$ cat src/rtl/msg_display_ctrl_pkg.sv
// Shared state codes and message indices for the on-screen message scheduler.
// Message indices double as requester / overlay-stage numbers.
package msg_display_ctrl_pkg;

  typedef enum logic [1:0] {
    MSG_ST_IDLE = 2'd0,
    MSG_ST_ARM  = 2'd1,
    MSG_ST_SHOW = 2'd2,
    MSG_ST_GAP  = 2'd3
  } msg_state_e;

  localparam int MSG_ID_PAIR     = 0;
  localparam int MSG_ID_MISMATCH = 1;
  localparam int MSG_ID_WIN      = 2;
  localparam int MSG_ID_TIMEOUT  = 3;
  localparam int MSG_N_IDS       = 4;

endpackage

$ cat src/rtl/msg_display_ctrl_rr_arbiter.sv
// Combinational round-robin pick: nearest set pending bit after rr_ptr wins.
// Zero latency; no backpressure, the caller decides when to take the winner.
module msg_display_ctrl_rr_arbiter #(
  parameter int N_REQ = 4,
  parameter int ID_W  = 2
) (
  input  logic [N_REQ-1:0] pending,
  input  logic [ID_W-1:0]  rr_ptr,
  output logic [ID_W-1:0]  winner,
  output logic             any
);

  logic [ID_W-1:0] sel;

  // Walk from the farthest candidate to the nearest so the nearest hit overwrites.
  always_comb begin
    winner = '0;
    any    = 1'b0;
    sel    = '0;
    for (int d = N_REQ; d >= 1; d--) begin
      sel = ID_W'((int'(rr_ptr) + d) % N_REQ);
      if (pending[sel]) begin
        winner = sel;
        any    = 1'b1;
      end
    end
  end

endmodule

$ cat src/rtl/msg_display_ctrl.sv
// Shares one message area between N_REQ overlays; enables switch only on vsync rising edges.
// req->pending 1 cycle, enable 1 cycle after first tick in ARM; requests never stall, they accumulate.
module msg_display_ctrl
  import msg_display_ctrl_pkg::*;
#(
  parameter int N_REQ       = MSG_N_IDS,
  parameter int ID_W        = 2,
  parameter int CNT_W       = 8,
  parameter int SHOW_FRAMES = 120,
  parameter int GAP_FRAMES  = 15
) (
  input  logic             pclk,
  input  logic             rst_n,
  input  logic             vs_in,
  input  logic [N_REQ-1:0] req,
  input  logic             abort,
  output logic [N_REQ-1:0] enable,
  output logic [ID_W-1:0]  grant_id,
  output logic             busy,
  output logic             done
);

  localparam logic [CNT_W-1:0] SHOW_LAST = CNT_W'(SHOW_FRAMES - 1);
  localparam logic [CNT_W-1:0] GAP_LAST  = CNT_W'(GAP_FRAMES - 1);

  msg_state_e       state_q, state_d;
  logic             vs_q;
  logic [N_REQ-1:0] pending_q, pending_d;
  logic [ID_W-1:0]  rr_ptr_q, rr_ptr_d;
  logic [CNT_W-1:0] cnt_q, cnt_d;
  logic [N_REQ-1:0] enable_q, enable_d;
  logic [ID_W-1:0]  grant_id_q, grant_id_d;
  logic             busy_q, busy_d;
  logic             done_q, done_d;
  logic             abort_hold_q, abort_hold_d;

  logic             tick;
  logic [ID_W-1:0]  arb_winner;
  logic             arb_any;

  msg_display_ctrl_rr_arbiter #(
    .N_REQ (N_REQ),
    .ID_W  (ID_W)
  ) u_arb (
    .pending (pending_q),
    .rr_ptr  (rr_ptr_q),
    .winner  (arb_winner),
    .any     (arb_any)
  );

  assign tick = vs_in & ~vs_q;

  always_comb begin
    state_d      = state_q;
    pending_d    = pending_q;
    rr_ptr_d     = rr_ptr_q;
    cnt_d        = cnt_q;
    enable_d     = enable_q;
    grant_id_d   = grant_id_q;
    busy_d       = busy_q;
    done_d       = 1'b0;
    abort_hold_d = abort_hold_q;

    case (state_q)
      MSG_ST_IDLE: begin
        if (!abort && arb_any) begin
          state_d    = MSG_ST_ARM;
          grant_id_d = arb_winner;
          rr_ptr_d   = arb_winner;
          busy_d     = 1'b1;
        end
      end
      MSG_ST_ARM: begin
        if (abort) begin
          state_d = MSG_ST_IDLE;
          busy_d  = 1'b0;
        end else if (tick) begin
          state_d              = MSG_ST_SHOW;
          enable_d             = '0;
          enable_d[grant_id_q] = 1'b1;
          pending_d[grant_id_q] = 1'b0;
          cnt_d                = '0;
        end
      end
      MSG_ST_SHOW: begin
        // An aborted message keeps the overlay up until the frame ends, then vanishes silently.
        if (abort || abort_hold_q) begin
          abort_hold_d = 1'b1;
          if (tick) begin
            state_d      = MSG_ST_IDLE;
            enable_d     = '0;
            busy_d       = 1'b0;
            abort_hold_d = 1'b0;
          end
        end else if (tick) begin
          if (cnt_q == SHOW_LAST) begin
            enable_d = '0;
            done_d   = 1'b1;
            if (GAP_FRAMES == 0) begin
              state_d = MSG_ST_IDLE;
              busy_d  = 1'b0;
            end else begin
              state_d = MSG_ST_GAP;
              cnt_d   = '0;
            end
          end else begin
            cnt_d = cnt_q + 1'b1;
          end
        end
      end
      MSG_ST_GAP: begin
        if (abort) begin
          state_d = MSG_ST_IDLE;
          busy_d  = 1'b0;
        end else if (tick) begin
          if (cnt_q == GAP_LAST) begin
            state_d = MSG_ST_IDLE;
            busy_d  = 1'b0;
          end else begin
            cnt_d = cnt_q + 1'b1;
          end
        end
      end
      default: begin
        state_d = MSG_ST_IDLE;
        busy_d  = 1'b0;
      end
    endcase

    // A new request beats the ARM-time clear; abort beats everything.
    pending_d = pending_d | req;
    if (abort) begin
      pending_d = '0;
    end
  end

  always_ff @(posedge pclk or negedge rst_n) begin
    if (!rst_n) begin
      state_q      <= MSG_ST_IDLE;
      vs_q         <= 1'b0;
      pending_q    <= '0;
      rr_ptr_q     <= '0;
      cnt_q        <= '0;
      enable_q     <= '0;
      grant_id_q   <= '0;
      busy_q       <= 1'b0;
      done_q       <= 1'b0;
      abort_hold_q <= 1'b0;
    end else begin
      state_q      <= state_d;
      vs_q         <= vs_in;
      pending_q    <= pending_d;
      rr_ptr_q     <= rr_ptr_d;
      cnt_q        <= cnt_d;
      enable_q     <= enable_d;
      grant_id_q   <= grant_id_d;
      busy_q       <= busy_d;
      done_q       <= done_d;
      abort_hold_q <= abort_hold_d;
    end
  end

  assign enable   = enable_q;
  assign grant_id = grant_id_q;
  assign busy     = busy_q;
  assign done     = done_q;

endmodule

$ cat config.mk
export PLATFORM = sky130hd
export DESIGN_NAME = msg_display_ctrl
export DESIGN_NICKNAME = d
export VERILOG_FILES = /design/src/rtl/msg_display_ctrl_pkg.sv /design/src/rtl/msg_display_ctrl_rr_arbiter.sv /design/src/rtl/msg_display_ctrl.sv
export SDC_FILE = /design/constraint.sdc
export NUM_CORES = 1
export LEC_CHECK = 0
export ABC_AREA = 1
export BUFFER_PORTS_ARGS = -buffer_cell sky130_fd_sc_hd__buf_2
export CELL_PAD_IN_SITES_DETAIL_PLACEMENT = 0
export CELL_PAD_IN_SITES_GLOBAL_PLACEMENT = 1
export CORE_MARGIN = 5
export CORE_UTILIZATION = 46
export DETAILED_ROUTE_END_ITERATION = 8
export HOLD_SLACK_MARGIN = 0.12
export PLACE_DENSITY_LB_ADDON = 0.1
export SKIP_LAST_GASP = 1
export SYNTH_ARGS = -nofsm -noshare
export SYNTH_HDL_FRONTEND = slang
export SYNTH_SLANG_ARGS = --single-unit
$ cat constraint.sdc
create_clock -name pclk -period 2.5 [get_ports pclk]
set_input_delay 0.5 -clock pclk [delete_from_list [all_inputs] [get_ports pclk]]
set_output_delay 0.5 -clock pclk [all_outputs]
set_load 0.05 [all_outputs]
==> qor_table.md, run 1 <==
| Stage | Result | Reported |
|:---|:---|:---|
| global routing | Largest net degree at the start of global routing | 25 |
| route | Final wirelength | 3210 um |
| sta | Final Worst Setup Slack | 0.806 ns |
| setup path | CP Buf/Inv Count | 1 |
| final layout | Share of the core filled with cells in the final layout | 52.0% |
| global routing | Global-route wire length before repair | 5540 um |
| setup path | CP startpoint kind | register |
| placement | Dpl ws | 0.826 ns |
| final layout | Final nets | 238 |
| sta | Final Hold Fails | 0 |
| synth | Cell count after synthesis | 206 |
| final layout | Antenna fix cells | 0 |
| sta | Headroom to the max-slew limit | 63.5% |
| setup path | Critical setup path kind | register to output port |
| sta | Final setup violation count | 0 |
| setup path | R2r worst-path depth | 7 |
| synth | Share of synthesized registers carrying an async set or reset | 100% |
| floorplanning | Count of pins on the block boundary | 16 |
| route | Avg WL per Cell | 11.9 um |
| clock tree | Clock insertion delay at the later pin of the skew report | 0.32 ns |
| setup path | Largest delay contributor family on the critical path | flip-flops |
| synth | Cell Area, Synth | 0.00156 mm2 |
| route | Via/cell ratio | 4.93 |
| clock tree | Clock sinks | 24 |
| final layout | Most frequent cells in the layout | sky130_fd_sc_hd__nand2_1 (58), sky130_fd_sc_hd__inv_1 (28), sky130_fd_sc_hd__dfrtp_1 (24), sky130_fd_sc_hd__buf_2 (15), sky130_fd_sc_hd__nand3_1 (14) |
| floorplanning | Area of the placeable core | 0.00331 mm2 |
| floorplanning | Die area | 0.00465 mm2 |
| synth | Synthesis-stage register bit count | 24 |
| floorplanning | Height of the die | 68.2 um |
| global routing | Total global-route track usage | 15.9% |
| clock tree | Clock slew at the register clock pins of the worst setup and hold paths | 0.14 ns |
| placement | Port Buf Inserts | 15 |
| global routing | Vias in the first global route | 1278 |
| sta | Setup repair after global routing missed its margin | no |
| final layout | Share of cells above drive strength 1 | 17.9% |
| route | Vias post-DR | 1326 |
| setup path | R2R Setup Slk | 0.82 ns |
| route | Antenna viol nets, final | 0 |
| global routing | Initial antenna violation count | 0 |
| route | First-pass DRT Iterations | 4 |
| final layout | Most common cell after layout, fill and taps aside | sky130_fd_sc_hd__nand2_1 |
| synth | Register area share after synthesis | 38.5% |
| route | # DRC | 0 |
| route | Drt initial violations | 82 |
| setup path | Cell chain of the critical path | buf_2 |
| floorplanning | Number of cell rows | 21 |
| job | Number of max-capacitance violations reported | 0 |
| global routing | Total grt overflow | 0 |
| placement | Gpl congestion | 0.836 |
| sta | Final critical delay including setup and external delays | 1.69 ns |
| synth | Avg Inst Size Synth | 7.57 um2 |
| setup path | Critical path data arrival time | 1.19 ns |
| setup path | Critical-path maximum fanout | 11 |
| sta | Final total negative setup slack | 0 ns |
| sta | Count of pins over their slew limit | 0 |
| synth | Count of cell types in the netlist | 31 |
| setup path | Type of destination of the critical path | output port |
| floorplanning | Starting density of the core | 47.1% |
| clock tree | Setup repair bufs after CTS | 0 |
| floorplanning | Floorplan die width | 68.2 um |
| min path | Class of the most critical hold timing path | input pin to asynchronous set/reset pin |
| clock tree | CTS tree | built |
| sta | Post-route clock skew | 0.00307 ns |
| clock tree | # hold bufs at CTS | 0 |
| setup path | Crit. path cell count | 1 |
| clock tree | Clock buffers created by TritonCTS | 3 |
| sta | Fmax achieved | 590 MHz |
| setup path | CP max stage delay | 0.55 ns |
| synth | Nets in the synthesized netlist | 220 |
| pwr | Static leakage | 0.910 nW |
| clock tree | PostCTS Resize Cnt | 0 |
| synth | Top FF cell, synth | sky130_fd_sc_hd__dfrtp_1 |
| pwr | Power density relative to cell area | 1030 mW/mm2 |
| clock tree | H-Tree Depth | 1 |
| synth | EDFF count, synth | 0 |
| setup path | End of the worst register-to-register path | grant_id[0]$_DFFE_PN0P_ |
| pwr | VDD IR-drop max | 0.627 mV |
| outcome | Result of the run | finished clean |
| clock tree | CTS Root Cell | sky130_fd_sc_hd__clkbuf_4 |
| setup path | Worst EP required | 2.00 ns |
| final layout | Area Growth Syn to Fin | 10.4% |
| placement | Hpwl dp | 2560 um |
| sta | Final period utilization | 67.8% |
| setup path | Crit-path slowest cell | sky130_fd_sc_hd__dfrtp_1 |
| sta | Slew at the pin closest to its max-slew limit | 0.547 ns |
| synth | Warnings from Yosys | 0 |
| setup path | Crit Reg-Reg Startpoint | grant_id[0]$_DFFE_PN0P_ |
| clock tree | Bufs on Longest Clock Path | 2 |
-- logic make-up (layout without fill, tap and decap cells) --
| family | after synthesis | after routing | synth area share (%) |
|---|---|---|---|
| simple gates | 108 | 108 | 33.7 |
| buf+inv | 35 | 52 | 9.95 |
| compound gates | 29 | 29 | 10.8 |
| flops | 24 | 24 | 38.5 |
| fa+ha+maj | 6 | 6 | 4.82 |
| xor+xnor | 4 | 4 | 2.25 |
-- metrics by stage --
| stage | power (mW) | hold WS, ns | std cells | instance area (um2) |
|---|---|---|---|---|
| global placement | 1.50 | 0.453 | 265 | 1670 |
| CTS | 1.80 | 0.154 | 269 | 1720 |
| floorplan | 1.33 | 0.204 | 206 | 1560 |
| global route | 1.93 | 0.174 | 269 | 1720 |
| finish | 1.78 | 0.145 | 269 | 1720 |
| detailed placement | 1.51 | 0.457 | 265 | 1670 |
-- sequential cells by signal (all words and copies together) (netlist names) --
signal and count:
abort_hold_q 1, pending_q 4, enable 4, grant_id 2, vs_q 1, busy 1, state_q 2, cnt_q 8
done 1
-- cells in the mapped netlist (2+ instances only) --
cell                       count  area share (%)
sky130_fd_sc_hd__nand4_1       2            0.80
sky130_fd_sc_hd__nand2_2       3             1.2
sky130_fd_sc_hd__inv_1        28             6.7
sky130_fd_sc_hd__o21ai_0       8             2.6
sky130_fd_sc_hd__ha_1          6             4.8
sky130_fd_sc_hd__o21ai_1       4             1.3
sky130_fd_sc_hd__o211ai_1      2            0.96
sky130_fd_sc_hd__nand2_4       3             2.2
sky130_fd_sc_hd__nor2_2        3             1.2
sky130_fd_sc_hd__xor2_1        4             2.2
sky130_fd_sc_hd__o31ai_1       4             1.9
sky130_fd_sc_hd__nor3_1        4             1.3
sky130_fd_sc_hd__nand2_1      58              14
sky130_fd_sc_hd__buf_6         2             1.4
sky130_fd_sc_hd__inv_2         2            0.48
sky130_fd_sc_hd__a21oi_1       9             2.9
sky130_fd_sc_hd__nor2_1       12             2.9
sky130_fd_sc_hd__nand3_1      14             4.5
sky130_fd_sc_hd__a21oi_2       2             1.1
sky130_fd_sc_hd__nor2_4        2             1.4
sky130_fd_sc_hd__dfrtp_1      24              39
-- where the power goes --
part           leakage, nW  total (mW)  internal [mW]  switching [mW]
Clock               0.0279       0.283          0.162           0.121
Sequential           0.314       0.610          0.484           0.126
Combinational        0.568       0.884          0.277           0.607
Total                0.910        1.78          0.924           0.854
-- worst max path at each step --
stage	from	end
after global placement	abort	cnt_q[3]$_DFFE_PN0P_
after global routing	cnt_q[1]$_DFFE_PN0P_	state_q[1]$_DFFE_PN0P_
final	grant_id[0]$_DFFE_PN0P_	grant_id[0]
after CTS	grant_id[0]$_DFFE_PN0P_	grant_id[0]
after detailed placement	abort	cnt_q[3]$_DFFE_PN0P_
after floorplan	grant_id[0]$_DFFE_PN0P_	grant_id[0]$_DFFE_PN0P_
-- area by class of cell --
class	instances	area, um2
fill	345	1590
multi-input combinational	147	803
sequential	24	601
inverter	33	133
timing repair buffer	15	75.1
tap	46	57.6
clock inverter	1	30.0
clock buffer	3	22.5
-- per-layer routing --
metal	global-route usage (%)	wire length [um]	part of all wire [%]	vias up
met4	5.21	19	0.59	0
met5	0	0	0	-
met1	19.0	1440	45	619
met2	28.6	1660	52	18
li1	-	-	-	687
met3	2.63	80	2.5	2
No activity file was read; power rests on OpenSTA's default activity.
==> inputs of run 2 (changes only) <==
--- a/config.mk
+++ b/config.mk
@@ -10,7 +10,7 @@
 export CELL_PAD_IN_SITES_DETAIL_PLACEMENT = 0
 export CELL_PAD_IN_SITES_GLOBAL_PLACEMENT = 1
 export CORE_MARGIN = 5
-export CORE_UTILIZATION = 46
+export CORE_UTILIZATION = 43
 export DETAILED_ROUTE_END_ITERATION = 8
 export HOLD_SLACK_MARGIN = 0.12
 export PLACE_DENSITY_LB_ADDON = 0.1
==> constraint.sdc (replaced) <==
create_clock -name pclk -period 1.57 [get_ports pclk]
set_input_delay 0.314 -clock pclk [delete_from_list [all_inputs] [get_ports pclk]]
set_output_delay 0.314 -clock pclk [all_outputs]
set_load 0.05 [all_outputs]
==> run 2 against run 1 <==
The flow now finishes with violations (setup timing). Core utilization is 2.4 points higher. Die area is 5.9% higher. Clock power rose by 23%.
==> qor_table.md, run 2 (synthesis gave the netlist of run 1 again) <==
| Stage | Result | Reported | Delta |
|:---|:---|:---|:---|
| min path | Class of the most critical hold timing path | input pin to register |  |
| clock tree | CTS Root Cell | sky130_fd_sc_hd__clkbuf_4 |  |
| setup path | Crit. path cell count | 2 | +1 |
| placement | Gpl congestion | 0.908 | +8.6% |
| sta | Count of pins over their slew limit | 0 | unchanged |
| clock tree | H-Tree Depth | 1 | unchanged |
| floorplanning | Starting density of the core | 45.6% | -1.4 points |
| pwr | Static leakage | 0.967 nW | +6.4% |
| route | Via/cell ratio | 4.85 | -1.6% |
| clock tree | CTS tree | built |  |
| sta | Final period utilization | 100% |  |
| clock tree | Clock slew at the register clock pins of the worst setup and hold paths | 0.15 ns | about the same |
| final layout | Design area | 0.00186 mm2 | +8.0% |
| route | Final wirelength | 3430 um | +6.9% |
| placement | Port Buf Inserts | 15 | unchanged |
| route | Antenna viol nets, final | 0 | unchanged |
| sta | Fmax achieved | 637 MHz |  |
| floorplanning | Floorplan die width | 70.2 um | +2.9% |
| sta | Final critical delay including setup and external delays | 1.57 ns |  |
| setup path | Worst EP required | 1.26 ns | -0.74 ns |
| global routing | Largest net degree at the start of global routing | 25 | unchanged |
| sta | Final Hold Fails | 0 | unchanged |
| final layout | Area Growth Syn to Fin | 19.3% |  |
| setup path | Crit-path slowest cell | sky130_fd_sc_hd__dfrtp_4 |  |
| floorplanning | Height of the die | 70.2 um | +2.9% |
| final layout | Final nets | 251 | +5.5% |
| clock tree | Clock sinks | 24 | unchanged |
| sta | Final setup violation count | 1 | +1 |
| sta | Final total negative setup slack | -0.000618 ns | -0.000618 ns |
| sta | Hold Worst Slack | 0.188 ns | +0.0430 ns |
| setup path | End of the worst register-to-register path | state_q[1]$_DFFE_PN0P_ |  |
| route | First-pass DRT Iterations | 6 | +2 |
| setup path | CP Buf/Inv Count | 2 | +1 |
| final layout | Most frequent cells in the layout | sky130_fd_sc_hd__nand2_1 (57), sky130_fd_sc_hd__inv_1 (27), sky130_fd_sc_hd__dfrtp_1 (20), sky130_fd_sc_hd__buf_2 (15), sky130_fd_sc_hd__nand3_1 (13) |  |
| global routing | Total grt overflow | 0 | unchanged |
| floorplanning | Number of cell rows | 21 | unchanged |
| floorplanning | Count of pins on the block boundary | 16 | unchanged |
| global routing | Total global-route track usage | 15.0% | -0.90 points |
| sta | Setup repair after global routing missed its margin | yes |  |
| setup path | R2r worst-path depth | 10 | +3 |
| final layout | Most common cell after layout, fill and taps aside | sky130_fd_sc_hd__nand2_1 |  |
| route | Avg WL per Cell | 12.2 um | +2.0% |
| route | Drt initial violations | 56 | -32% |
| setup path | Critical path data arrival time | 1.26 ns | +0.07 ns |
| setup path | Largest delay contributor family on the critical path | flip-flops |  |
| global routing | Global-route wire length before repair | 6130 um | +11% |
| setup path | Worst setup path startpoint | grant_id[0]$_DFFE_PN0P_ |  |
| setup path | Crit Reg-Reg Startpoint | cnt_q[1]$_DFFE_PN0P_ |  |
| setup path | Critical setup path kind | register to output port |  |
| outcome | Violations in the final reports | setup timing |  |
| route | Vias post-DR | 1368 | +3.2% |
| floorplanning | Area of the placeable core | 0.00342 mm2 | +3.2% |
| pwr | Total power | 2.98 mW | +68% |
| final layout | Share of cells above drive strength 1 | 27.1% | +9.2 points |
| setup path | Type of destination of the critical path | output port |  |
| floorplanning | Die area | 0.00493 mm2 | +5.9% |
| route | # DRC | 0 | unchanged |
| global routing | Vias in the first global route | 1371 | +7.3% |
| setup path | Cell chain of the critical path | buf_4 > buf_2 |  |
| setup path | R2R Setup Slk | 0.06 ns | -0.76 ns |
| pwr | VDD IR-drop max | 0.987 mV | +57% |
| setup path | Critical-path maximum fanout | 7 | -4 |
| sta | Slew at the pin closest to its max-slew limit | 0.578 ns | +0.0309 ns |
| final layout | Max FFs per register | 8 | unchanged |
| placement | Hpwl dp | 2620 um | +2.3% |
| clock tree | Clock buffers created by TritonCTS | 3 | unchanged |
| clock tree | Bufs on Longest Clock Path | 2 | unchanged |
| placement | Post-placement cell area | 0.00176 mm2 | +5.2% |
| job | Number of max-capacitance violations reported | 0 | unchanged |
| sta | Headroom to the max-slew limit | 61.5% | -2.1 points |
| sta | Final Worst Setup Slack | -0.000618 ns | -0.807 ns |
| global routing | Initial antenna violation count | 0 | unchanged |
| clock tree | Clock insertion delay at the later pin of the skew report | 0.33 ns | about the same |
| outcome | Result of the run | complete, but fails checks |  |
| setup path | CP max stage delay | 0.55 ns | about the same |
| pwr | Power density relative to cell area | 1600 mW/mm2 | +55% |
| min path | Worst hold path depth | 3 |  |
| placement | Dpl ws | 0.0375 ns | -0.788 ns |
| setup path | CP startpoint kind | register |  |
| final layout | Register containing the most flip-flops in the final layout | cnt_q |  |
| setup path | CP endpoint | grant_id[0] |  |
| final layout | Antenna fix cells | 0 | unchanged |
| sta | Post-route clock skew | 0.00895 ns | +0.00587 ns |
==> run 2: cell types whose count changed in the layout (fill, tap and decap cells not counted), sizes merged <==
cell         delta
bufinv          -1
clkbuf          +1
dlygate4sd3     +2
buf            +11
==> run 2: worst min-delay path by stage <==
| stage | startpoint | to | slack (ns) |
|---|---|---|---|
| after floorplan | rst_n | abort_hold_q$_DFFE_PN0P_ | 0.02 |
| after global placement | rst_n | enable[0]$_DFFE_PN0P_ | 0.33 |
| after detailed placement | rst_n | enable[1]$_DFFE_PN0P_ | 0.34 |
| after CTS | req[1] | pending_q[1]$_DFF_PN0_ | 0.19 |
| after global routing | req[1] | pending_q[1]$_DFF_PN0_ | 0.19 |
| final | req[1] | pending_q[1]$_DFF_PN0_ | 0.19 |
==> run 2: layout make-up <==
type                            count  area, um2
Tap cell                           46       57.6
Clock buffer                        4       36.3
Fill cell                         343       1560
Sequential cell                    24        608
Multi-Input combinational cell    147        845
Inverter                           33        135
Timing Repair Buffer               28        178
==> run 2: where the power goes <==
group,internal [mW],switching [mW]
registers,0.787,0.156
clock network,0.142,0.206
logic,0.597,1.09
total,1.53,1.46
==> run 2: tightest hold or removal path, stage by stage <==
cell and delay (ns):
sky130_fd_sc_hd__buf_2 0.09, sky130_fd_sc_hd__inv_1 0.04, sky130_fd_sc_hd__a21oi_1 0.06
==> run 2: repair_timing <==
action / in CTS / in global routing
hold endpoints to repair: 25 / 0
setup endpoints to repair: 0 / 10
hold buffers: 2 / 0
gates resized for setup: 0 / 11
buffers inserted: 0 / 2
==> run 2: routing by layer <==
layer | share of wire [%] | up-vias | GRT usage, %
met3 | 2.5 | 4 | 2.44
met1 | 54 | 634 | 20.9
met4 | 1.0 | 0 | 3.83
met5 | 0 | - | 0
li1 | - | 719 | -
met2 | 43 | 11 | 24.1
==> run 2: per-stage QoR <==
stage,std cells,util [%]
finish,282,54.4
global route,282,54.4
CTS,280,53.1
detailed placement,274,51.4
global placement,274,51.4
floorplan,206,-
==> inputs of run 3 (changes only) <==
==> constraint.sdc (replaced) <==
create_clock -name pclk -period 1.57 [get_ports pclk]
set_input_delay 0.314 -clock pclk [delete_from_list [all_inputs] [get_ports pclk]]
set_output_delay 0.314 -clock pclk [all_outputs]
set_load 0.02 [all_outputs]
==> run 3 against run 2 <==
The flow now finishes without violations. Count of clock-buffer cells in the layout is 1 lower. Non-clock buffer count grew 5. Maximum frequency rose by 6.0%. Critical path depth up 5.
==> qor_table.md, run 3 (synthesis gave the netlist of run 1 again) <==
| Stage | Result | Reported | Delta |
|:---|:---|:---|:---|
| outcome | Result of the run | finished clean |  |
| sta | Final period utilization | 94.3% | -5.7 points |
| job | Number of max-capacitance violations reported | 0 | unchanged |
| sta | Final Hold Fails | 0 | unchanged |
| global routing | Total global-route track usage | 15.0% | -0.034 points |
| pwr | Power spent charging and discharging nets | 1.26 mW | -13% |
| pwr | Proportion of total power due to net switching | 45.4% | -3.4 points |
| global routing | Global-route wire length before repair | 5950 um | -2.9% |
| sta | Headroom to the max-slew limit | 63.1% | +1.6 points |
| final layout | Non-filler instance count after layout | 286 | +1.4% |
| clock tree | CTS tree | built |  |
| global routing | Largest net degree at the start of global routing | 25 | unchanged |
| setup path | CP Buf/Inv Count | 1 | -1 |
| placement | Dpl ws | 0.0708 ns | +0.0334 ns |
| setup path | Type of destination of the critical path | register |  |
| min path | Worst hold path depth | 3 | unchanged |
| pwr | VDD IR-drop max | 0.836 mV | -15% |
| final layout | Register area | 606 um2 | -0.41% |
| setup path | Critical setup path kind | register to register |  |
| setup path | Crit-path slowest cell | sky130_fd_sc_hd__dfrtp_2 |  |
| route | Routed wire length on met3 | 128 um | +51% |
| clock tree | H-Tree Depth | 1 | unchanged |
| floorplanning | Die area | 0.00493 mm2 | unchanged |
| pwr | Internal power summed over all cells | 1.52 mW | -0.55% |
| final layout | Most frequent cells in the layout | sky130_fd_sc_hd__nand2_1 (51), sky130_fd_sc_hd__inv_1 (27), sky130_fd_sc_hd__dfrtp_1 (20), sky130_fd_sc_hd__buf_4 (16), sky130_fd_sc_hd__buf_2 (15) |  |
| route | Final wirelength | 3500 um | +2.0% |
| pwr | Clock power frac | 9.8% | -1.9 points |
| final layout | Area Growth Syn to Fin | 20.7% |  |
| setup path | Worst EP required | 1.82 ns | +0.56 ns |
| sta | Final Worst Setup Slack | 0.0889 ns | +0.0896 ns |
| route | Vias post-DR | 1375 | +0.51% |
| placement | Gpl congestion | 0.867 | -4.5% |
| final layout | Layout fillers | 340 | -0.87% |
| sta | Post-route clock skew | 0.00562 ns | -0.00332 ns |
| clock tree | CTS Root Cell | sky130_fd_sc_hd__clkbuf_4 |  |
| placement | Count of placed standard cells including taps | 277 | +1.1% |
| setup path | Cell chain of the critical path | inv_2 > ha_1 > or2_0 > and3_1 > nor2_2 > nand2_1 > o21ai_1 |  |
| placement | Post-placement cell area | 0.00176 mm2 | +0.29% |
| sta | Count of pins over their slew limit | 0 | unchanged |
| clock tree | Bufs on Longest Clock Path | 2 | unchanged |
| global routing | Initial antenna violation count | 0 | unchanged |
| final layout | Share of the core filled with cells in the final layout | 55.1% | +0.66 points |
| route | # DRC | 0 | unchanged |
| route | Via/cell ratio | 4.81 | -0.89% |
| pwr | Combinational power share | 56.8% | about the same |
| route | Drt initial violations | 57 | +1.8% |
| sta | Fmax achieved | 675 MHz | +6.0% |
| setup path | CP max stage delay | 0.45 ns | -0.10 ns |
| final layout | Register containing the most flip-flops in the final layout | cnt_q |  |
| final layout | Most common cell after layout, fill and taps aside | sky130_fd_sc_hd__nand2_1 |  |
| final layout | Multi-input logic area | 848 um2 | +0.44% |
| route | Antenna viol nets, final | 0 | unchanged |
| clock tree | Clock insertion delay at the later pin of the skew report | 0.32 ns | about the same |
| route | First-pass DRT Iterations | 4 | -2 |
| floorplanning | Count of pins on the block boundary | 16 | unchanged |
| setup path | Critical-path maximum fanout | 6 | -1 |
| setup path | Crit. path cell count | 7 | +5 |
| route | Avg WL per Cell | 12.2 um | +0.56% |
| floorplanning | Area of the placeable core | 0.00342 mm2 | unchanged |
| floorplanning | Starting density of the core | 45.6% | unchanged |
| floorplanning | Number of cell rows | 21 | unchanged |
| clock tree | Clock sinks | 24 | unchanged |
| sta | Slew at the pin closest to its max-slew limit | 0.553 ns | -0.0246 ns |
| final layout | Max FFs per register | 8 | unchanged |
| final layout | Share of cells above drive strength 1 | 30.4% | +3.3 points |
| pwr | Relative contribution of sequential cells to total power | 33.4% | +1.8 points |
| min path | Class of the most critical hold timing path | input pin to register |  |
| setup path | CP startpoint kind | register |  |
| route | Routed wl met2 | 1480 um | +0.75% |
| sta | Final setup violation count | 0 | -1 |
| placement | Hpwl dp | 2740 um | +4.6% |
| sta | Final critical delay including setup and external delays | 1.48 ns | -0.0896 ns |
| clock tree | Clock slew at the register clock pins of the worst setup and hold paths | 0.13 ns | -0.02 ns |
| placement | Port Buf Inserts | 15 | unchanged |
| floorplanning | Floorplan die width | 70.2 um | unchanged |
| pwr | Static leakage | 0.979 nW | +1.2% |
| global routing | Vias in the first global route | 1281 | -6.6% |
| final layout | Antenna fix cells | 0 | unchanged |
| route | Routed metal-1 wire length | 1800 um | -1.9% |
| pwr | Power density relative to cell area | 1480 mW/mm2 | -7.9% |
| setup path | Largest delay contributor family on the critical path | simple AND/OR/NAND/NOR gates |  |
| floorplanning | Height of the die | 70.2 um | unchanged |
| sta | Hold Worst Slack | 0.209 ns | +0.0211 ns |
| global routing | Total grt overflow | 0 | unchanged |
| final layout | Final nets | 256 | +2.0% |
| setup path | R2r worst-path depth | 7 | -3 |
| route | DR top layer | met4 |  |
| setup path | Critical path data arrival time | 1.74 ns | +0.48 ns |
| final layout | Design area | 0.00188 mm2 | +1.2% |
| clock tree | Clock buffers created by TritonCTS | 3 | unchanged |
[run 3: timing repair]
item / CTS / global route
hold buffers: 2 / 0
setup buffers: 0 / 4
setup endpoints to repair: 0 / 6
resized for setup: 0 / 17
hold endpoints to repair: 25 / 0
[run 3: path summary, 6_finish.rpt]
kind / startpoint / end / slack, ns
max in group asynchronous: rst_n / state_q[1]$_DFFE_PN0P_ / 0.67
hold reg to reg: busy$_DFFE_PN0P_ / busy$_DFFE_PN0P_ / 0.49
min in group asynchronous: rst_n / enable[0]$_DFFE_PN0P_ / 0.50
setup reg to reg: grant_id[0]$_DFFE_PN0P_ / grant_id[0]$_DFFE_PN0P_ / 0.09
hold / removal: req[3] / pending_q[3]$_DFF_PN0_ / 0.21
setup / recovery: grant_id[0]$_DFFE_PN0P_ / grant_id[0]$_DFFE_PN0P_ / 0.09
[run 3: through the flow]
| step | TNS [ns] | total power, mW |
|---|---|---|
| detailed placement | 0 | 2.37 |
| finish | 0 | 2.78 |
| floorplan | 0 | 1.94 |
| global route | -0.0331 | 3.03 |
| CTS | 0 | 2.65 |
| global placement | 0 | 2.34 |
[run 3: area by class of cell]
cell class              count  share of cell area [%]
multi-input cells         147                    45.1
flip-flops and latches     24                    32.2
well taps                  46                    3.06
clock buffers               3                    1.20
inverters                  33                    7.05
repair buffers             33                    11.4
[run 3: layer usage]
metal / track usage (%) / vias up
met2: 21.7 / 24
li1: - / 724
met3: 2.44 / 6
met5: 0 / -
met1: 21.8 / 621
met4: 6.38 / 0
[run 3: power by group through the flow]
stage	Combinational (mW)	Sequential, mW	Clock [mW]
floorplan	0.941	1.00	0
global placement	1.42	0.925	0
detailed placement	1.43	0.936	0
CTS	1.44	0.924	0.285
global route	1.76	0.953	0.317
finish	1.58	0.928	0.272
[run 3: worst min-delay path: stages]
cell and delay (ns):
sky130_fd_sc_hd__buf_2 0.10, sky130_fd_sc_hd__inv_1 0.04, sky130_fd_sc_hd__a21oi_1 0.05
